$ cat src/rtl/mult_unit_64.sv
// 64-bit iterative radix-2 shift-add multiplier (MUL / SMULH / UMULH).
// A start in IDLE produces one done pulse 66 cycles later; result and WriteRegister hold until the next result.
module mult_unit_64 (
  input  logic        clk,
  input  logic        reset,
  input  logic        start,
  input  logic [1:0]  op,
  input  logic [63:0] A,
  input  logic [63:0] B,
  input  logic [4:0]  Rd,
  output logic        busy,
  output logic        done,
  output logic [63:0] result,
  output logic [4:0]  WriteRegister,
  output logic        RegWrite
);

  localparam logic [1:0] S_IDLE = 2'd0;
  localparam logic [1:0] S_CALC = 2'd1;
  localparam logic [1:0] S_FIX  = 2'd2;
  localparam logic [1:0] S_DONE = 2'd3;

  localparam logic [1:0] OP_SMULH = 2'b01;
  localparam logic [1:0] OP_UMULH = 2'b10;

  logic [1:0]   r_state;
  logic [5:0]   r_cnt;
  logic [127:0] r_acc;
  logic [63:0]  r_mcand;
  logic [1:0]   r_op;
  logic         r_neg;
  logic [4:0]   r_rd;
  logic [63:0]  r_result;
  logic [4:0]   r_wreg;
  logic         r_busy;
  logic         r_done;

  logic [1:0]   w_next_state;
  logic         w_is_smulh;
  logic [63:0]  w_abs_a;
  logic [63:0]  w_abs_b;
  logic [64:0]  w_sum;
  logic [127:0] w_step;
  logic [127:0] w_fixed;
  logic [63:0]  w_sel;

  // Operand conditioning, one shift-add step and the final sign fix-up.
  always_comb begin
    w_is_smulh = (op == OP_SMULH);
    w_abs_a    = (w_is_smulh && A[63]) ? (~A + 64'd1) : A;
    w_abs_b    = (w_is_smulh && B[63]) ? (~B + 64'd1) : B;
    w_sum      = {1'b0, r_acc[127:64]} + {1'b0, r_mcand};
    // The multiplier sits in the low half and drains out as the product shifts in from the top.
    if (r_acc[0]) begin
      w_step = {w_sum, r_acc[63:1]};
    end else begin
      w_step = {1'b0, r_acc[127:1]};
    end
    if (r_neg) begin
      w_fixed = ~r_acc + 128'd1;
    end else begin
      w_fixed = r_acc;
    end
    if ((r_op == OP_SMULH) || (r_op == OP_UMULH)) begin
      w_sel = w_fixed[127:64];
    end else begin
      w_sel = w_fixed[63:0];
    end
  end

  // Next-state selection.
  always_comb begin
    w_next_state = r_state;
    case (r_state)
      S_IDLE: begin
        if (start) begin
          w_next_state = S_CALC;
        end else begin
          w_next_state = S_IDLE;
        end
      end
      S_CALC: begin
        if (r_cnt == 6'd63) begin
          w_next_state = S_FIX;
        end else begin
          w_next_state = S_CALC;
        end
      end
      S_FIX:   w_next_state = S_DONE;
      S_DONE:  w_next_state = S_IDLE;
      default: w_next_state = S_IDLE;
    endcase
  end

  // State, datapath and registered status outputs.
  always_ff @(posedge clk) begin
    if (reset) begin
      r_state  <= S_IDLE;
      r_cnt    <= 6'd0;
      r_acc    <= 128'd0;
      r_mcand  <= 64'd0;
      r_op     <= 2'd0;
      r_neg    <= 1'b0;
      r_rd     <= 5'd0;
      r_result <= 64'd0;
      r_wreg   <= 5'd0;
      r_busy   <= 1'b0;
      r_done   <= 1'b0;
    end else begin
      r_state <= w_next_state;
      r_busy  <= (w_next_state != S_IDLE);
      r_done  <= (w_next_state == S_DONE);
      case (r_state)
        S_IDLE: begin
          if (start) begin
            r_op    <= op;
            r_rd    <= Rd;
            r_mcand <= w_abs_b;
            r_acc   <= {64'd0, w_abs_a};
            r_neg   <= w_is_smulh & (A[63] ^ B[63]);
            r_cnt   <= 6'd0;
          end
        end
        S_CALC: begin
          r_acc <= w_step;
          r_cnt <= r_cnt + 6'd1;
        end
        S_FIX: begin
          r_acc    <= w_fixed;
          r_result <= w_sel;
          r_wreg   <= r_rd;
        end
        default: begin
        end
      endcase
    end
  end

  assign busy          = r_busy;
  assign done          = r_done;
  assign RegWrite      = r_done;
  assign result        = r_result;
  assign WriteRegister = r_wreg;

endmodule

$ cat config.mk
export PLATFORM = sky130hd
export DESIGN_NAME = mult_unit_64
export DESIGN_NICKNAME = d
export VERILOG_FILES = /design/src/rtl/mult_unit_64.sv
export SDC_FILE = /design/constraint.sdc
export NUM_CORES = 1
export LEC_CHECK = 0
export CORE_ASPECT_RATIO = 0.5
export CORE_MARGIN = 5
export CORE_UTILIZATION = 55
export DETAILED_ROUTE_END_ITERATION = 6
export PLACE_DENSITY = 0.85
export SKIP_LAST_GASP = 1
export SYNTH_ARGS = -nofsm -noshare
export SYNTH_HDL_FRONTEND = slang
export SYNTH_SLANG_ARGS = --single-unit
$ cat constraint.sdc
create_clock -name clk -period 10.8 [get_ports clk]
set_input_delay 1.62 -clock clk [delete_from_list [all_inputs] [get_ports clk]]
set_output_delay 1.62 -clock clk [all_outputs]
set_load 0.02 [all_outputs]
==> results of run 1 <==
==> power by group through the flow <==
stage | logic, mW | registers (mW) | clock network (mW)
final | 0.635 | 1.17 | 1.03
after global routing | 0.679 | 1.17 | 1.08
after global placement | 0.596 | 1.18 | 0
after floorplan | 0.416 | 1.14 | 0
after CTS | 0.611 | 1.16 | 1.03
after detailed placement | 0.607 | 1.18 | 0
==> cell usage in the layout, fill, tap and decap left out, types with 35 or more instances in the layout <==
cell type and n:
nand4_1 37, nand3_1 63, nor2_1 322, o31ai_1 49, a211oi_1 72, nand2_1 328
or3_1 53, a21oi_1 250, inv_1 49, xor2_1 115, xnor2_1 179, clkdlybuf4s50_1 208
a21o_1 35, o21ai_0 218, dfxtp_1 278, a221oi_1 63, ha_1 70, nor3_1 107
nor4_1 45
==> layer usage <==
metal  track usage [%]  share of wire (%)  vias to the layer above
li1                  -                  -                    11200
met1              51.9                 42                    11300
met2              50.9                 40                     1742
met3              11.0                 15                      196
met4              8.44                2.7                        2
met5                 0              0.012                        -
==> worst max path at each step <==
stage                     from                  endpoint  cells past startpoint
after floorplan           B[8]  r_mcand[52]$_SDFFE_PP0P_                     11
after global placement    B[8]  r_mcand[52]$_SDFFE_PP0P_                     11
after detailed placement  B[8]  r_mcand[60]$_SDFFE_PP0P_                     11
after CTS                 B[8]  r_mcand[60]$_SDFFE_PP0P_                     11
after global routing      B[6]  r_mcand[60]$_SDFFE_PP0P_                     11
final                     B[6]  r_mcand[60]$_SDFFE_PP0P_                     11
==> per-stage QoR <==
step | utilization, % | hold WS (ps)
floorplan | - | 429
global placement | 61.7 | 435
detailed placement | 61.7 | 445
CTS | 64.1 | 455
global route | 64.1 | 470
finish | 64.1 | 454
==> kinds of logic after synthesis <==
family / after synthesis / share of synthesized area, %
fa+ha+maj: 73 / 4.20
buf+inv: 270 / 4.68
compound gates: 963 / 29.1
mux: 33 / 1.53
simple gates: 1092 / 23.3
xor+xnor: 296 / 11.8
flops: 279 / 25.5
==> synthesized netlist by cell type, types with 16 or more instances <==
master	count	area share, %
a222oi_1	16	0.73
or3_1	53	1.5
a2111oi_0	34	1.4
buf_1	18	0.31
mux2i_1	29	1.3
o31ai_1	49	1.7
nor4_1	45	1.3
or4_1	32	1.1
o22ai_1	22	0.63
xnor2_1	180	7.2
a21o_1	35	1.2
a221oi_1	63	2.5
a22oi_1	20	0.68
nand3_1	63	1.4
a21oi_1	250	5.7
o21ai_0	218	5.0
a31oi_1	19	0.54
inv_1	50	0.86
dfxtp_1	279	25
ha_1	72	4.1
nand2b_1	23	0.66
nand2_1	329	5.6
clkbuf_1	197	3.4
o41ai_1	33	1.3
nor3_1	107	2.4
a211oi_1	72	2.5
nand4_1	37	1.1
nor2_1	326	5.6
o21a_1	17	0.58
xor2_1	116	4.6
==> worst max-delay path, delay by kind of cell <==
| kind | cells | cell delay, ps |
|---|---|---|
| buf+inv | 1 | 500 |
| xor+xnor | 1 | 120 |
| compound gates | 2 | 600 |
| simple gates | 7 | 2710 |
==> flip-flops by register name, summed over array words and instances (netlist names) <==
signal / cells
r_acc: 128
r_mcand: 64
result: 64
r_cnt: 6
WriteRegister: 5
r_rd: 5
r_op: 2
r_state: 2
RegWrite: 1
busy: 1
r_neg: 1
==> final cells by class <==
type,instances,area [µm²],area share [%]
Clock inverter,12,123,0.489
Multi-Input combinational cell,2457,15400,61.4
Timing Repair Buffer,236,2300,9.15
Sequential cell,279,5590,22.3
Tap cell,530,663,2.64
Inverter,51,191,0.763
Clock buffer,40,827,3.30
==> flow_summary.json, run 1 <==
{
  "status": "finished, violations left",
  "violations": "DRC",
  "min_delay_path_depth": 2,
  "place_ws_ps": 5210,
  "finalInstanceArea_um2": 25100,
  "intPower_mw": 1.90,
  "cts_inserted_buffers": 29,
  "power_density_nw_per_um2": 113,
  "finalCritPeriodShare_pct": 46.9,
  "syn_avg_cell_area_um2": 7.30,
  "ctsRootBufferMaster": "clkbuf_16",
  "path_max_fanout": 6,
  "finClkSkew_ps": 19.4,
  "yosys_warnings": 0,
  "power.switching_uw": 937,
  "clockBufferDepth": 3,
  "slowest_stage": "or4_1",
  "grt_pass1_vias": 21900,
  "core_area_um2": 39100,
  "place_area_um2": 24100,
  "grt_overflow": 0,
  "hold_end": "result[9]$_SDFFE_PP0P_",
  "power_mw": 2.84,
  "antenna_found_initial": 1,
  "gp_congestion": 1.03,
  "hpwl_um": 61700,
  "grtUsageTotal_pct": 35.5,
  "cp-start-kind": "input pin",
  "cts_sinks": 279,
  "fin_cells": 3605,
  "dieArea_um2": 44200,
  "reg2reg_depth": 10,
  "cts_max_level": 1,
  "die_w_um": 292,
  "worst_slew_pin_slew_ps": 1150,
  "n_fill_cell": 3416,
  "post_cts_buffers": 0,
  "nets": 3265,
  "finalMaxSlewViolations": 0,
  "grt_max_degree": 114,
  "synth_flop_cell": "dfxtp_1",
  "antenna_cells": 0,
  "end_kind": "register",
  "synthArstFlopShare_pct": 0,
  "critPathKind": "in -> reg",
  "clkPwrFrac_pct": 36.5,
  "via_per_inst": 6.79,
  "drtAntennaViolNets": 0,
  "num_rows": 51,
  "ys_ff_latch": 279,
  "crit_chain": "clkdlybuf4s50_1 > or4_1 > or3_1 > or3_1 > or4_1 > nor3_1 > and2_1 > nand4_1 > o31ai_1 > xor2_1 > a211oi_1",
  "max_slew_margin_pct": 23.2,
  "fmax_mhz": 197,
  "p_seq_share_pct": 41.1,
  "io_pins": 210,
  "synth_fp_nets": 3217,
  "switching_share_pct": 33.0,
  "drive_gt1_share_pct": 4.10,
  "hp-start": "result[9]$_SDFFE_PP0P_",
  "syn_inst": 3006,
  "cts-hold-fix-buffers": 0,
  "setup_slack_ps": 5730,
  "vias": 24500,
  "fin_crit_ps": 5070,
  "yosysSeqAreaShare_pct": 25.5,
  "tns_ps": 0,
  "hold_viol": 0,
  "synth_edf_count": 0,
  "slowest_delay_ps": 560,
  "placedCellCount": 3553,
  "clk_pin_slew_worst_paths_ps": 60,
  "area_growth_pct": 14.4,
  "rsz0062_at_grt": "false",
  "wl_um": 83600,
  "routedWlPerCell_um": 23.2,
  "cts.repair.resized": 0,
  "drtPass1Iterations": 7,
  "hp-class": "reg -> reg",
  "vdd_drop_max_mv": 0.114,
  "synth_area_um2": 21900,
  "start_util_pct": 56.1,
  "p_leak_nw": 8.75,
  "rrSetupSlack_ps": 5820,
  "drv_cap": 0,
  "drc_errors": 2,
  "r2r-end": "r_acc[105]$_SDFFE_PP0P_",
  "synth_cell_type_count": 81,
  "portBuffers": 209,
  "die_h_um": 151,
  "initialDrtViolationCount": 4191,
  "r2r_start": "r_acc[21]$_SDFFE_PP0P_",
  "cts_tree": "done",
  "grt_pass1_wl_um": 126000,
  "combPwrFrac_pct": 22.4,
  "setup_viol": 0,
  "cp.required_ps": 11280,
  "critPathArrivalTime_ps": 5550,
  "clkLatencyLatePin_ps": 580
}
Note: power is estimated with default switching activity, not from simulation.
==> inputs of run 2 (changes only) <==
==> constraint.sdc (replaced) <==
create_clock -name clk -period 5.1 [get_ports clk]
set_input_delay 0.765 -clock clk [delete_from_list [all_inputs] [get_ports clk]]
set_output_delay 0.765 -clock clk [all_outputs]
set_load 0.02 [all_outputs]
==> run 2 against run 1 <==
Effect of this change:
- the flow now finishes without violations
- utilization up 0.61 points
- power is 120% higher
- cell area up 0.95%
- critical path type is now reg -> reg
==> flow_summary.json, run 2 (synthesis gave the netlist of run 1 again) <==
{
  "use_met2_pct": 51.2,
  "drtPass1Iterations": 7,
  "seq_area_um2": 5590,
  "final_cell_mix": "nand2_1, nor2_1, dfxtp_1, a21oi_1, o21ai_0",
  "drc_errors": 0,
  "largest_register_ffs": 128,
  "vdd_drop_max_mv": 0.245,
  "tns_ps": 0,
  "hpwl_um": 61700,
  "p_seq_share_pct": 40.1,
  "cp-start-kind": "register",
  "cp.required_ps": 5500,
  "intPower_mw": 4.14,
  "place_area_um2": 24300,
  "grt_pass1_wl_um": 128000,
  "hp-start": "r_rd[2]$_SDFFE_PP0P_",
  "critical_path.top_delay_family": "simple AND/OR/NAND/NOR gates",
  "switching_share_pct": 32.6,
  "drv_cap": 0,
  "routedWlPerCell_um": 23.0,
  "hold_viol": 0,
  "end_kind": "register",
  "critPathArrivalTime_ps": 4920,
  "clkLatencyLatePin_ps": 590,
  "power_density_nw_per_um2": 242,
  "core_area_um2": 39100,
  "max_slew_margin_pct": 23.6,
  "whs_ps": 458,
  "status": "finished, final reports clean",
  "final_common_cell": "nand2_1",
  "clk_pin_slew_worst_paths_ps": 70,
  "use_met1_pct": 51.7,
  "grt_max_degree": 119,
  "grt-busiest-layer": "met1",
  "rsz0062_at_grt": "false",
  "clkPwrFrac_pct": 37.8,
  "finClkSkew_ps": 27.7,
  "drtAntennaViolNets": 0,
  "n_fill_cell": 3396,
  "p_leak_nw": 8.87,
  "r2r_start": "r_acc[21]$_SDFFE_PP0P_",
  "die_w_um": 292,
  "gp_congestion": 1.03,
  "use_met3_pct": 10.7,
  "clockBufferDepth": 3,
  "cts_sinks": 279,
  "hold_end": "r_rd[2]$_SDFFE_PP0P_",
  "cts_max_level": 1,
  "dieArea_um2": 44200,
  "start_util_pct": 56.1,
  "io_pins": 210,
  "initialDrtViolationCount": 4186,
  "finalMaxSlewViolations": 0,
  "nets": 3284,
  "portBuffers": 209,
  "utilization_pct": 64.8,
  "critPathKind": "reg -> reg",
  "top_register": "r_acc",
  "finalInstanceArea_um2": 25300,
  "area_growth_pct": 15.4,
  "path_max_fanout": 8,
  "via_per_inst": 6.80,
  "vias": 24700,
  "worst_slew_pin_slew_ps": 1150,
  "combPwrFrac_pct": 22.1,
  "grt_pass1_vias": 22100,
  "slowest_stage": "or4_1",
  "power_mw": 6.13,
  "finalCritPeriodShare_pct": 88.6,
  "post_cts_buffers": 0,
  "rrSetupSlack_ps": 580,
  "fmax_mhz": 221,
  "fin_crit_ps": 4520,
  "reg2reg_depth": 10,
  "min_delay_path_depth": 2,
  "num_rows": 51,
  "die_h_um": 151,
  "grt_overflow": 0,
  "ctsRootBufferMaster": "clkbuf_16",
  "r2r-end": "r_acc[92]$_SDFFE_PP0P_",
  "antenna_found_initial": 2,
  "power.switching_mw": 2.00,
  "grtUsageTotal_pct": 35.7,
  "cts_tree": "done",
  "cts.repair.resized": 0,
  "cts_inserted_buffers": 28,
  "path_buf_inv": 0,
  "crit_chain": "or4_4 > or4_1 > or2_2 > nor3_1 > nand4_1 > o21ai_0 > xor2_1 > nor2_1 > a221oi_1 > a211oi_1",
  "setup_viol": 0,
  "drive_gt1_share_pct": 4.81,
  "cts-hold-fix-buffers": 0,
  "multi_input_area_um2": 15400,
  "slowest_delay_ps": 640,
  "hp-class": "reg -> reg",
  "wl_um": 83400
}
[run 2: worst register-to-register path, delay by kind of cell (launching register included)]
family           cells  cell delay [ps]
XOR/XNOR             1              480
AND/OR/NAND/NOR      6             2730
flip-flops           1              380
AO/OA/AOI/OAI        3              740
[run 2: worst max-delay path by stage]
| stage | start | to | slack [ps] | depth (start not counted) |
|---|---|---|---|---|
| 5_1_grt | r_acc[21]$_SDFFE_PP0P_ | r_acc[92]$_SDFFE_PP0P_ | 530 | 10 |
| 4_1_cts | r_acc[21]$_SDFFE_PP0P_ | r_acc[92]$_SDFFE_PP0P_ | 830 | 10 |
| 3_5_place_dp | B[8] | r_mcand[52]$_SDFFE_PP0P_ | 350 | 11 |
| 3_3_place_gp | B[8] | r_mcand[52]$_SDFFE_PP0P_ | 400 | 11 |
| 2_1_floorplan | B[8] | r_mcand[52]$_SDFFE_PP0P_ | 1160 | 11 |
| 6_report | r_acc[21]$_SDFFE_PP0P_ | r_acc[92]$_SDFFE_PP0P_ | 580 | 10 |
[run 2: metrics by stage]
stage | worst slack (ps) | std cells
final | 581 | 3627
after global routing | 526 | 3627
after CTS | 829 | 3625
after detailed placement | 349 | 3573
after global placement | 398 | 3573
after floorplan | 1160 | 3006
[run 2: final cells by class]
type / count / area share [%]
multi-input combinational: 2457 / 60.8
sequential: 279 / 22.1
timing repair buffer: 256 / 9.71
clock buffer: 35 / 3.07
tap: 530 / 2.62
clock inverter: 17 / 0.958
inverter: 51 / 0.756
antenna: 2 / 0.0198
[run 2: metal layers]
| metal | up-vias | part of all wire, % |
|---|---|---|
| met5 | - | 0 |
| met2 | 1790 | 40 |
| met3 | 213 | 15 |
| met1 | 11400 | 41 |
| li1 | 11300 | - |
| met4 | 0 | 3.2 |
[run 2: power by group through the flow]
| stage | clock, mW | combinational [mW] | sequential [mW] |
|---|---|---|---|
| 2_1_floorplan | 0 | 0.881 | 2.42 |
| 3_3_place_gp | 0 | 1.27 | 2.49 |
| 3_5_place_dp | 0 | 1.29 | 2.50 |
| 4_1_cts | 2.32 | 1.30 | 2.45 |
| 5_1_grt | 2.40 | 1.45 | 2.47 |
| 6_report | 2.32 | 1.36 | 2.46 |
